**src/rtl/evm_pkg.sv**
```systemverilog
// Shared definitions for the electronic voting machine blocks.
//   vote_state_t            : ballot FSM states (IDLE, WAIT_RELEASE, LOCKOUT)
//   DEFAULT_HOLD_CYCLES     : default debounce qualification time in clocks
//   DEFAULT_LOCKOUT_CYCLES  : default post-vote dead time in clocks
package evm_pkg;

   typedef enum logic [1:0] {
      IDLE         = 2'd0,
      WAIT_RELEASE = 2'd1,
      LOCKOUT      = 2'd2
   } vote_state_t;

   localparam int DEFAULT_HOLD_CYCLES    = 10_000_000;
   localparam int DEFAULT_LOCKOUT_CYCLES = 50_000_000;

endpackage

```
**src/rtl/button_debounce_ch.sv**
```systemverilog
// One candidate button channel: 2-flop synchroniser followed by a saturating
// hold counter.
//   clock   in   system clock
//   reset   in   asynchronous active-high reset
//   button  in   raw asynchronous button, active-high
//   s       out  synchronised button level
//   qual    out  high for one cycle when the press has been held long enough
module button_debounce_ch
   import evm_pkg::*;
#(
   parameter int HOLD_CYCLES = DEFAULT_HOLD_CYCLES
) (
   input  logic clock,
   input  logic reset,
   input  logic button,
   output logic s,
   output logic qual
);

   localparam int CNT_W = $clog2(HOLD_CYCLES + 1);

   logic [1:0]       sync_reg;
   logic [CNT_W-1:0] cnt_reg;
   logic [CNT_W-1:0] cnt_next;

   always_ff @(posedge clock or posedge reset) begin
      if (reset) begin
         sync_reg <= 2'b00;
         cnt_reg  <= '0;
      end else begin
         sync_reg <= {sync_reg[0], button};
         cnt_reg  <= cnt_next;
      end
   end

   // Counter saturates at HOLD_CYCLES so a long press never re-qualifies.
   always_comb begin
      cnt_next = cnt_reg;
      if (!sync_reg[1]) begin
         cnt_next = '0;
      end else if (cnt_reg < CNT_W'(HOLD_CYCLES)) begin
         cnt_next = cnt_reg + CNT_W'(1);
      end
   end

   assign s    = sync_reg[1];
   // Qualifies on the single cycle the count passes HOLD_CYCLES-1.
   assign qual = sync_reg[1] & (cnt_reg == CNT_W'(HOLD_CYCLES - 1));

endmodule

```
**src/rtl/vote_button_bank.sv**
```systemverilog
// Multi-channel vote qualifier: debounces NUM_CH candidate buttons, accepts at
// most one vote per press, rejects simultaneous presses and enforces a
// release-then-lockout interval before the next vote.
//   clock          in   system clock
//   reset          in   asynchronous active-high reset
//   enable         in   ballot enabled by the control unit
//   button         in   raw candidate buttons [NUM_CH-1:0], active-high
//   vote_valid     out  one-cycle pulse: vote accepted
//   vote_index     out  candidate index, holds last value between votes
//   vote_conflict  out  one-cycle pulse: press rejected, >1 button held
//   busy           out  high when not IDLE or when enable is low
module vote_button_bank
   import evm_pkg::*;
#(
   parameter int NUM_CH         = 4,
   parameter int HOLD_CYCLES    = DEFAULT_HOLD_CYCLES,
   parameter int LOCKOUT_CYCLES = DEFAULT_LOCKOUT_CYCLES,
   localparam int IDX_W         = $clog2(NUM_CH)
) (
   input  logic              clock,
   input  logic              reset,
   input  logic              enable,
   input  logic [NUM_CH-1:0] button,
   output logic              vote_valid,
   output logic [IDX_W-1:0]  vote_index,
   output logic              vote_conflict,
   output logic              busy
);

   // Extra bit keeps the width legal when LOCKOUT_CYCLES is 1.
   localparam int LOCK_W = $clog2(LOCKOUT_CYCLES + 1);

   logic [NUM_CH-1:0] s_vec;
   logic [NUM_CH-1:0] qual_vec;

   vote_state_t       state_reg, state_next;
   logic [LOCK_W-1:0] lock_cnt_reg, lock_cnt_next;
   logic              vote_valid_reg, vote_valid_next;
   logic              vote_conflict_reg, vote_conflict_next;
   logic [IDX_W-1:0]  vote_index_reg, vote_index_next;

   logic [IDX_W-1:0]  hot_idx;
   logic              any_hot;
   logic              multi_hot;

   for (genvar gi = 0; gi < NUM_CH; gi++) begin : g_ch
      button_debounce_ch #(
         .HOLD_CYCLES (HOLD_CYCLES)
      ) u_ch (
         .clock  (clock),
         .reset  (reset),
         .button (button[gi]),
         .s      (s_vec[gi]),
         .qual   (qual_vec[gi])
      );
   end

   // Index encoder and "more than one held" detector over the synchronised
   // levels; the level, not qual, decides conflict so a second button that
   // is still debouncing also blocks the vote.
   always_comb begin
      hot_idx   = '0;
      any_hot   = 1'b0;
      multi_hot = 1'b0;
      for (int i = 0; i < NUM_CH; i++) begin
         if (s_vec[i]) begin
            if (any_hot) multi_hot = 1'b1;
            any_hot = 1'b1;
            hot_idx = IDX_W'(i);
         end
      end
   end

   always_ff @(posedge clock or posedge reset) begin
      if (reset) begin
         state_reg         <= IDLE;
         lock_cnt_reg      <= '0;
         vote_valid_reg    <= 1'b0;
         vote_conflict_reg <= 1'b0;
         vote_index_reg    <= '0;
      end else begin
         state_reg         <= state_next;
         lock_cnt_reg      <= lock_cnt_next;
         vote_valid_reg    <= vote_valid_next;
         vote_conflict_reg <= vote_conflict_next;
         vote_index_reg    <= vote_index_next;
      end
   end

   always_comb begin
      state_next         = state_reg;
      lock_cnt_next      = lock_cnt_reg;
      vote_valid_next    = 1'b0;
      vote_conflict_next = 1'b0;
      vote_index_next    = vote_index_reg;
      case (state_reg)
         IDLE: begin
            if (enable && (|qual_vec)) begin
               if (multi_hot) begin
                  vote_conflict_next = 1'b1;
               end else begin
                  vote_valid_next = 1'b1;
                  vote_index_next = hot_idx;
               end
               state_next = WAIT_RELEASE;
            end
         end
         WAIT_RELEASE: begin
            if (!(|s_vec)) begin
               lock_cnt_next = LOCK_W'(LOCKOUT_CYCLES - 1);
               state_next    = LOCKOUT;
            end
         end
         LOCKOUT: begin
            // Qualifications arriving here are simply not looked at.
            if (lock_cnt_reg == '0) begin
               state_next = IDLE;
            end else begin
               lock_cnt_next = lock_cnt_reg - LOCK_W'(1);
            end
         end
         default: begin
            state_next = IDLE;
         end
      endcase
   end

   assign vote_valid    = vote_valid_reg;
   assign vote_conflict = vote_conflict_reg;
   assign vote_index    = vote_index_reg;
   assign busy          = (state_reg != IDLE) | ~enable;

endmodule

```
**config.mk**
```make
export PLATFORM = sky130hd
export DESIGN_NAME = vote_button_bank
export DESIGN_NICKNAME = d
export VERILOG_FILES = /design/src/rtl/evm_pkg.sv /design/src/rtl/button_debounce_ch.sv /design/src/rtl/vote_button_bank.sv
export SDC_FILE = /design/constraint.sdc
export NUM_CORES = 1
export LEC_CHECK = 0
export ABC_AREA = 1
export CORE_AREA = 2 2 167 169
export DETAILED_ROUTE_END_ITERATION = 7
export DIE_AREA = 0 0 169 171
export GPL_TIMING_DRIVEN = 1
export MAX_ROUTING_LAYER = met4
export PLACE_DENSITY = 0.59
export SYNTH_ARGS = -nofsm -noshare
export SYNTH_HDL_FRONTEND = slang
export SYNTH_SLANG_ARGS = --single-unit
```
**constraint.sdc**
```tcl
create_clock -name clock -period 5.5 [get_ports clock]
set_clock_uncertainty 0.2 [all_clocks]
set_input_delay 0.825 -clock clock [delete_from_list [all_inputs] [get_ports clock]]
set_output_delay 0.825 -clock clock [all_outputs]
set_load 0.02 [all_outputs]
```
==> impl_metrics.ini, run 1 <==
[outcome]
status = complete, no violations

[synthesis]
synth_fp_nets = 1412
yosys_warnings = 0
synth_edf_count = 0
synth.avg_cell_area_sq_um = 6.66
ys_async_sr_fraction_pct = 100
ys.flop_type = dfrtp_1
syn_inst = 1400
ys_seq_elements = 136
synth.distinct_cells = 36
seq_area_frac_synth_pct = 36.5
netlist_area_sq_mm = 0.00932

[placed_design]
port_buffers = 11
gp_congestion = 0.900
post_dp_cell_area_sq_mm = 0.00962
dp_hpwl_microns = 15600

[critical_path]
worstRegToRegCells = 6
critPathLaunchType = input port
cp.arrival_ns = 2.17
end_kind = output pin
critPathRequiredTime_ns = 4.47
path_max_fanout = 3
path_depth = 3
path_class = in -> out
crit_family = buffers and inverters
crit_buf_inv = 2
path_cells = clkdlybuf4s50_1 -> nand3_1 -> clkdlybuf4s50_1
crit_path_max_incr_delay_ns = 0.64
cpMostUsedCell = clkdlybuf4s50_1
rr_startpoint = state_reg[0]
worst-r2r-setup-slack_ns = 2.99
slowest_stage = clkdlybuf4s50_1
rr_endpoint = lock_cnt_reg[14]

[power_and_ir_drop]
clkPwrFrac_pct = 54.4
p_int_mw = 1.87
power_frac_comb_pct = 2.6
powerDensity_mw_per_mm2 = 232
p_sw_mw = 0.518
p_seq_share_pct = 43.0
ir_drop_v = 0.000231
p_leak_nw = 4.68
p_sw_share_pct = 21.7

[finish]
fin_nets = 1399
largest_register_ffs = 96
drive_gt1_share_pct = 6.00
nFillCells = 2882
multi_input_area_sq_mm = 0.00516
fin_area_sq_mm = 0.0103
area_delta_synth_final_pct = 10.3
antenna_cells = 0
seqCellArea_sq_mm = 0.00340

[sta]
tightest_slew_ns = 1.12
finalHoldViolCount = 0
finalCriticalPeriod_ns = 3.19
setup_viol = 0
rsz0062_at_grt = false
max_clock_freq_mhz = 313
fin_crit_sh_pct = 58.1
fin_setup_tns_ns = 0
final_max_slew_viol_count = 0
slew_headroom_pct = 25.1

[detailed_routing]
routed_wl_microns = 22600
drcViolationCount = 0
final_antenna_net_count = 0
drt-wirelength-per-cell_microns = 12.9
dr.first_iter.drc_count = 677
vias = 8590
firstDrtPassIters = 5
vias_per_cell = 4.92

[worst_hold_path]
min_to = g_ch[0].u_ch.sync_reg[1]
hold_path.class = reg -> reg
min_from = g_ch[0].u_ch.sync_reg[0]
whs_path_depth = 0

[global_routing]
track_usage_pct = 16.9
antenna_found_initial = 0
grt_pass1_wl_microns = 39200
grt_max_degree = 109
overflow = 0
grt_pass1_vias = 8081

[cts]
clockRootBuffer = clkbuf_16
h-tree-depth = 4
cts_setup_buffers = 0
cts_hold_buffers = 0
cts_buffer_depth = 2
cts_tree = built
clock_sinks = 136
clk_latency_ns = 0.42
numCtsBuffers = 17
post_cts_resized = 0
clk_pin_slew_worst_paths_ns = 0.06

[die]
die_area_sq_mm = 0.0289
chipWidth_microns = 169
core.rowCount = 61
fp.coreArea_sq_mm = 0.0273
start_util_pct = 34.1
fp.dieH_microns = 171
boundaryPins = 12

[job]
drv_cap = 0
==> synthesized netlist by cell type (2+ instances only) <==
cell type | instances | area (sq um)
nand2_1 | 433 | 1630
nor2_1 | 235 | 882
nand3_1 | 178 | 891
dfrtp_1 | 136 | 3400
inv_1 | 118 | 443
xor2_1 | 50 | 438
nand4_1 | 38 | 238
nor3_1 | 25 | 125
o21ai_0 | 22 | 110
o21ai_1 | 19 | 95.1
clkbuf_1 | 16 | 60.1
xnor2_1 | 16 | 140
nand3b_1 | 15 | 113
nor2_2 | 15 | 93.8
buf_2 | 14 | 70.1
buf_4 | 8 | 60.1
buf_6 | 7 | 78.8
a21oi_1 | 6 | 30.0
nor2_4 | 6 | 67.6
o21ai_2 | 6 | 52.6
ha_1 | 5 | 62.6
inv_2 | 5 | 18.8
nand2_2 | 5 | 31.3
nand3_2 | 4 | 40.0
clkinv_1 | 3 | 11.3
nand2_4 | 3 | 33.8
and2_1 | 2 | 12.5
or2_2 | 2 | 12.5
==> logic make-up after synthesis <==
group	Yosys count	synth area share, %
AO/OA/AOI/OAI	55	3.26
XOR/XNOR	66	6.20
adder cells (fa/ha/maj)	5	0.671
buffers and inverters	173	8.06
flip-flops	136	36.5
AND/OR/NAND/NOR	965	45.3
==> area by class of cell <==
cell class	count	share of cell area (%)
sequential	136	33.1
inverter	126	4.65
tap	346	4.21
multi-input combinational	1091	50.2
timing repair buffer	15	1.36
clock buffer	22	4.61
clock inverter	10	1.84
==> power groups by stage <==
stage               sequential [mW]  combinational [mW]  clock [mW]
floorplan                      1.04              0.0489           0
global placement               1.04              0.0643           0
detailed placement             1.04              0.0652           0
CTS                            1.03              0.0655        1.33
global route                   1.03              0.0739        1.37
finish                         1.03              0.0624        1.30
==> cell usage in the layout, fill, tap and decap left out, types with 15 or more instances in the layout <==
master / instances
nand3b_1: 15
nand4_1: 38
xor2_1: 50
nand3_1: 178
dfrtp_1: 136
inv_1: 117
xnor2_1: 16
nand2_1: 433
clkbuf_16: 17
nor2_2: 15
o21ai_0: 22
nor3_1: 25
nor2_1: 235
o21ai_1: 19
==> worst max-delay path by stage <==
stage                     startpoint                       to  slack [ns]
after floorplan                reset  g_ch[0].u_ch.cnt_reg[0]        0.84
after global routing          enable                     busy        2.27
final                         enable                     busy        2.31
after CTS                     enable                     busy        2.28
after detailed placement      enable                     busy        2.29
after global placement        enable                     busy        2.28
==> stage by stage <==
| stage | std cells | hold slack [ns] | utilization (%) | total power [mW] | setup WS [ns] |
|---|---|---|---|---|---|
| 5_1_grt | 1746 | 0.157 | 37.6 | 2.47 | 2.27 |
| 4_1_cts | 1746 | 0.149 | 37.6 | 2.42 | 2.28 |
| 3_3_place_gp | 1714 | 0.133 | 35.2 | 1.11 | 2.28 |
| 2_1_floorplan | 1400 | 0.131 | - | 1.09 | 0.836 |
| 6_report | 1746 | 0.148 | 37.6 | 2.39 | 2.31 |
| 3_5_place_dp | 1714 | 0.135 | 35.2 | 1.11 | 2.29 |
==> layer usage <==
metal	vias to the layer above	GRT usage, %	share of wire [%]
li1	4424	-	-
met1	3973	23.1	51
met2	174	26.3	45
met3	19	2.82	3.9
met4	0	4.16	0.93
met5	-	-	0
Note: power is estimated with default switching activity, not from simulation.
==> inputs of run 2 (changes only) <==
--- a/config.mk
+++ b/config.mk
@@ -11,7 +11,7 @@
 export DIE_AREA = 0 0 169 171
 export GPL_TIMING_DRIVEN = 1
 export MAX_ROUTING_LAYER = met4
-export PLACE_DENSITY = 0.59
+export PLACE_DENSITY = 0.61
 export SYNTH_ARGS = -nofsm -noshare
 export SYNTH_HDL_FRONTEND = slang
 export SYNTH_SLANG_ARGS = --single-unit
==> constraint.sdc (replaced) <==
create_clock -name clock -period 2.6 [get_ports clock]
set_clock_uncertainty 0.2 [all_clocks]
set_input_delay 0.39 -clock clock [delete_from_list [all_inputs] [get_ports clock]]
set_output_delay 0.39 -clock clock [all_outputs]
set_load 0.02 [all_outputs]
==> impl_metrics.ini, run 2 (synthesis gave the netlist of run 1 again) <==
[sta]
finalHoldViolCount = 0
fin_crit_sh_pct = 90.5
tightest_slew_ns = 0.914
finalCriticalPeriod_ns = 2.35
rsz0062_at_grt = false
final_max_slew_viol_count = 0
fin_setup_tns_ns = 0
fin_ws_ns = 0.247
setup_viol = 0
max_clock_freq_mhz = 425
slew_headroom_pct = 38.7
holdWs_ns = 0.144

[detailed_routing]
drt-wirelength-per-cell_microns = 13.0
firstDrtPassIters = 5
vias_per_cell = 4.88
drcViolationCount = 0
vias = 8584
dr.first_iter.drc_count = 626
final_antenna_net_count = 0
routed_wl_microns = 22800

[finish]
finalNonFillerCells = 1759
drive_gt1_share_pct = 7.01
fin_area_sq_mm = 0.0104
antenna_cells = 0
area_delta_synth_final_pct = 11.2
utilization_pct = 37.9
fin_nets = 1412
layout_common_cells = nand2_1 (433), nor2_1 (235), nand3_1 (178), dfrtp_1 (136), inv_1 (117)
final_common_cell = nand2_1
largest_register_ffs = 96

[die]
boundaryPins = 12
fp.coreArea_sq_mm = 0.0273
chipWidth_microns = 169
start_util_pct = 34.1
core.rowCount = 61
fp.dieH_microns = 171
die_area_sq_mm = 0.0289

[placed_design]
dp_hpwl_microns = 16200
port_buffers = 11
pre_cts_ws_ns = 0.265
post_dp_cell_area_sq_mm = 0.00974
gp_congestion = 0.893
placed_cells = 1727

[global_routing]
grt_max_degree = 72
overflow = 0
antenna_found_initial = 0
grt_pass1_wl_microns = 39400
grt_pass1_vias = 8118
track_usage_pct = 17.3

[critical_path]
cp.arrival_ns = 1.76
path_cells = clkdlybuf4s50_1 -> nand3_1 -> clkdlybuf4s50_1
crit_path_max_incr_delay_ns = 0.67
critPathRequiredTime_ns = 2.01
slowest_stage = clkdlybuf4s50_1
end_kind = output pin
critPathLaunchType = input port
cpMostUsedCell = clkdlybuf4s50_1
path_max_fanout = 3
path_class = in -> out

[cts]
cts_setup_buffers = 0
post_cts_resized = 0
cts_buffer_depth = 2
cts_hold_buffers = 0
cts_tree = built
numCtsBuffers = 17
clock_sinks = 136
h-tree-depth = 4
clockRootBuffer = clkbuf_16
clk_latency_ns = 0.44
clk_pin_slew_worst_paths_ns = 0.07

[power_and_ir_drop]
p_leak_nw = 4.72
powerDensity_mw_per_mm2 = 473
ir_drop_v = 0.000360
power.total_mw = 4.90

[worst_hold_path]
hold_path.class = reg -> reg

[outcome]
status = complete, no violations

[job]
drv_cap = 0
[run 2: worst paths after layout]
check | start | to | slack, ns | cells after the start
setup / recovery | enable | busy | 0.25 | 3
hold / removal | g_ch[0].u_ch.sync_reg[0] | g_ch[0].u_ch.sync_reg[1] | 0.14 | 0
setup reg to reg | g_ch[2].u_ch.cnt_reg[10] | g_ch[2].u_ch.cnt_reg[14] | 0.34 | 9
hold reg to reg | g_ch[0].u_ch.sync_reg[0] | g_ch[0].u_ch.sync_reg[1] | 0.14 | 0
max in group asynchronous | reset | g_ch[2].u_ch.cnt_reg[1] | 1.65 | 3
min in group asynchronous | reset | g_ch[0].u_ch.sync_reg[0] | 0.21 | 3
[run 2: layout make-up]
cell class | instances | area [sq um]
Fill cell | 2861 | 17000
Multi-Input combinational cell | 1091 | 5160
Sequential cell | 136 | 3400
Inverter | 126 | 477
Clock buffer | 19 | 453
Tap cell | 346 | 433
Timing Repair Buffer | 28 | 263
Clock inverter | 13 | 168
[run 2: critical path: cells and delay by family]
family,cells,cell delay [ns]
simple gates,1,0.18
buf+inv,2,1.19
[run 2: power breakdown]
group | internal (mW) | total [mW] | leakage [nW] | switching [mW]
Combinational | 0.0415 | 0.150 | 2.65 | 0.109
Clock | 1.57 | 2.58 | 0.300 | 1.01
Sequential | 2.14 | 2.17 | 1.77 | 0.0287
[run 2: layer usage]
metal	routed length, microns	share of wire (%)	GRT usage [%]
met5	0	0	-
met4	346	1.5	5.31
met3	903	4.0	3.17
met2	10500	46	27.6
met1	11100	48	22.3
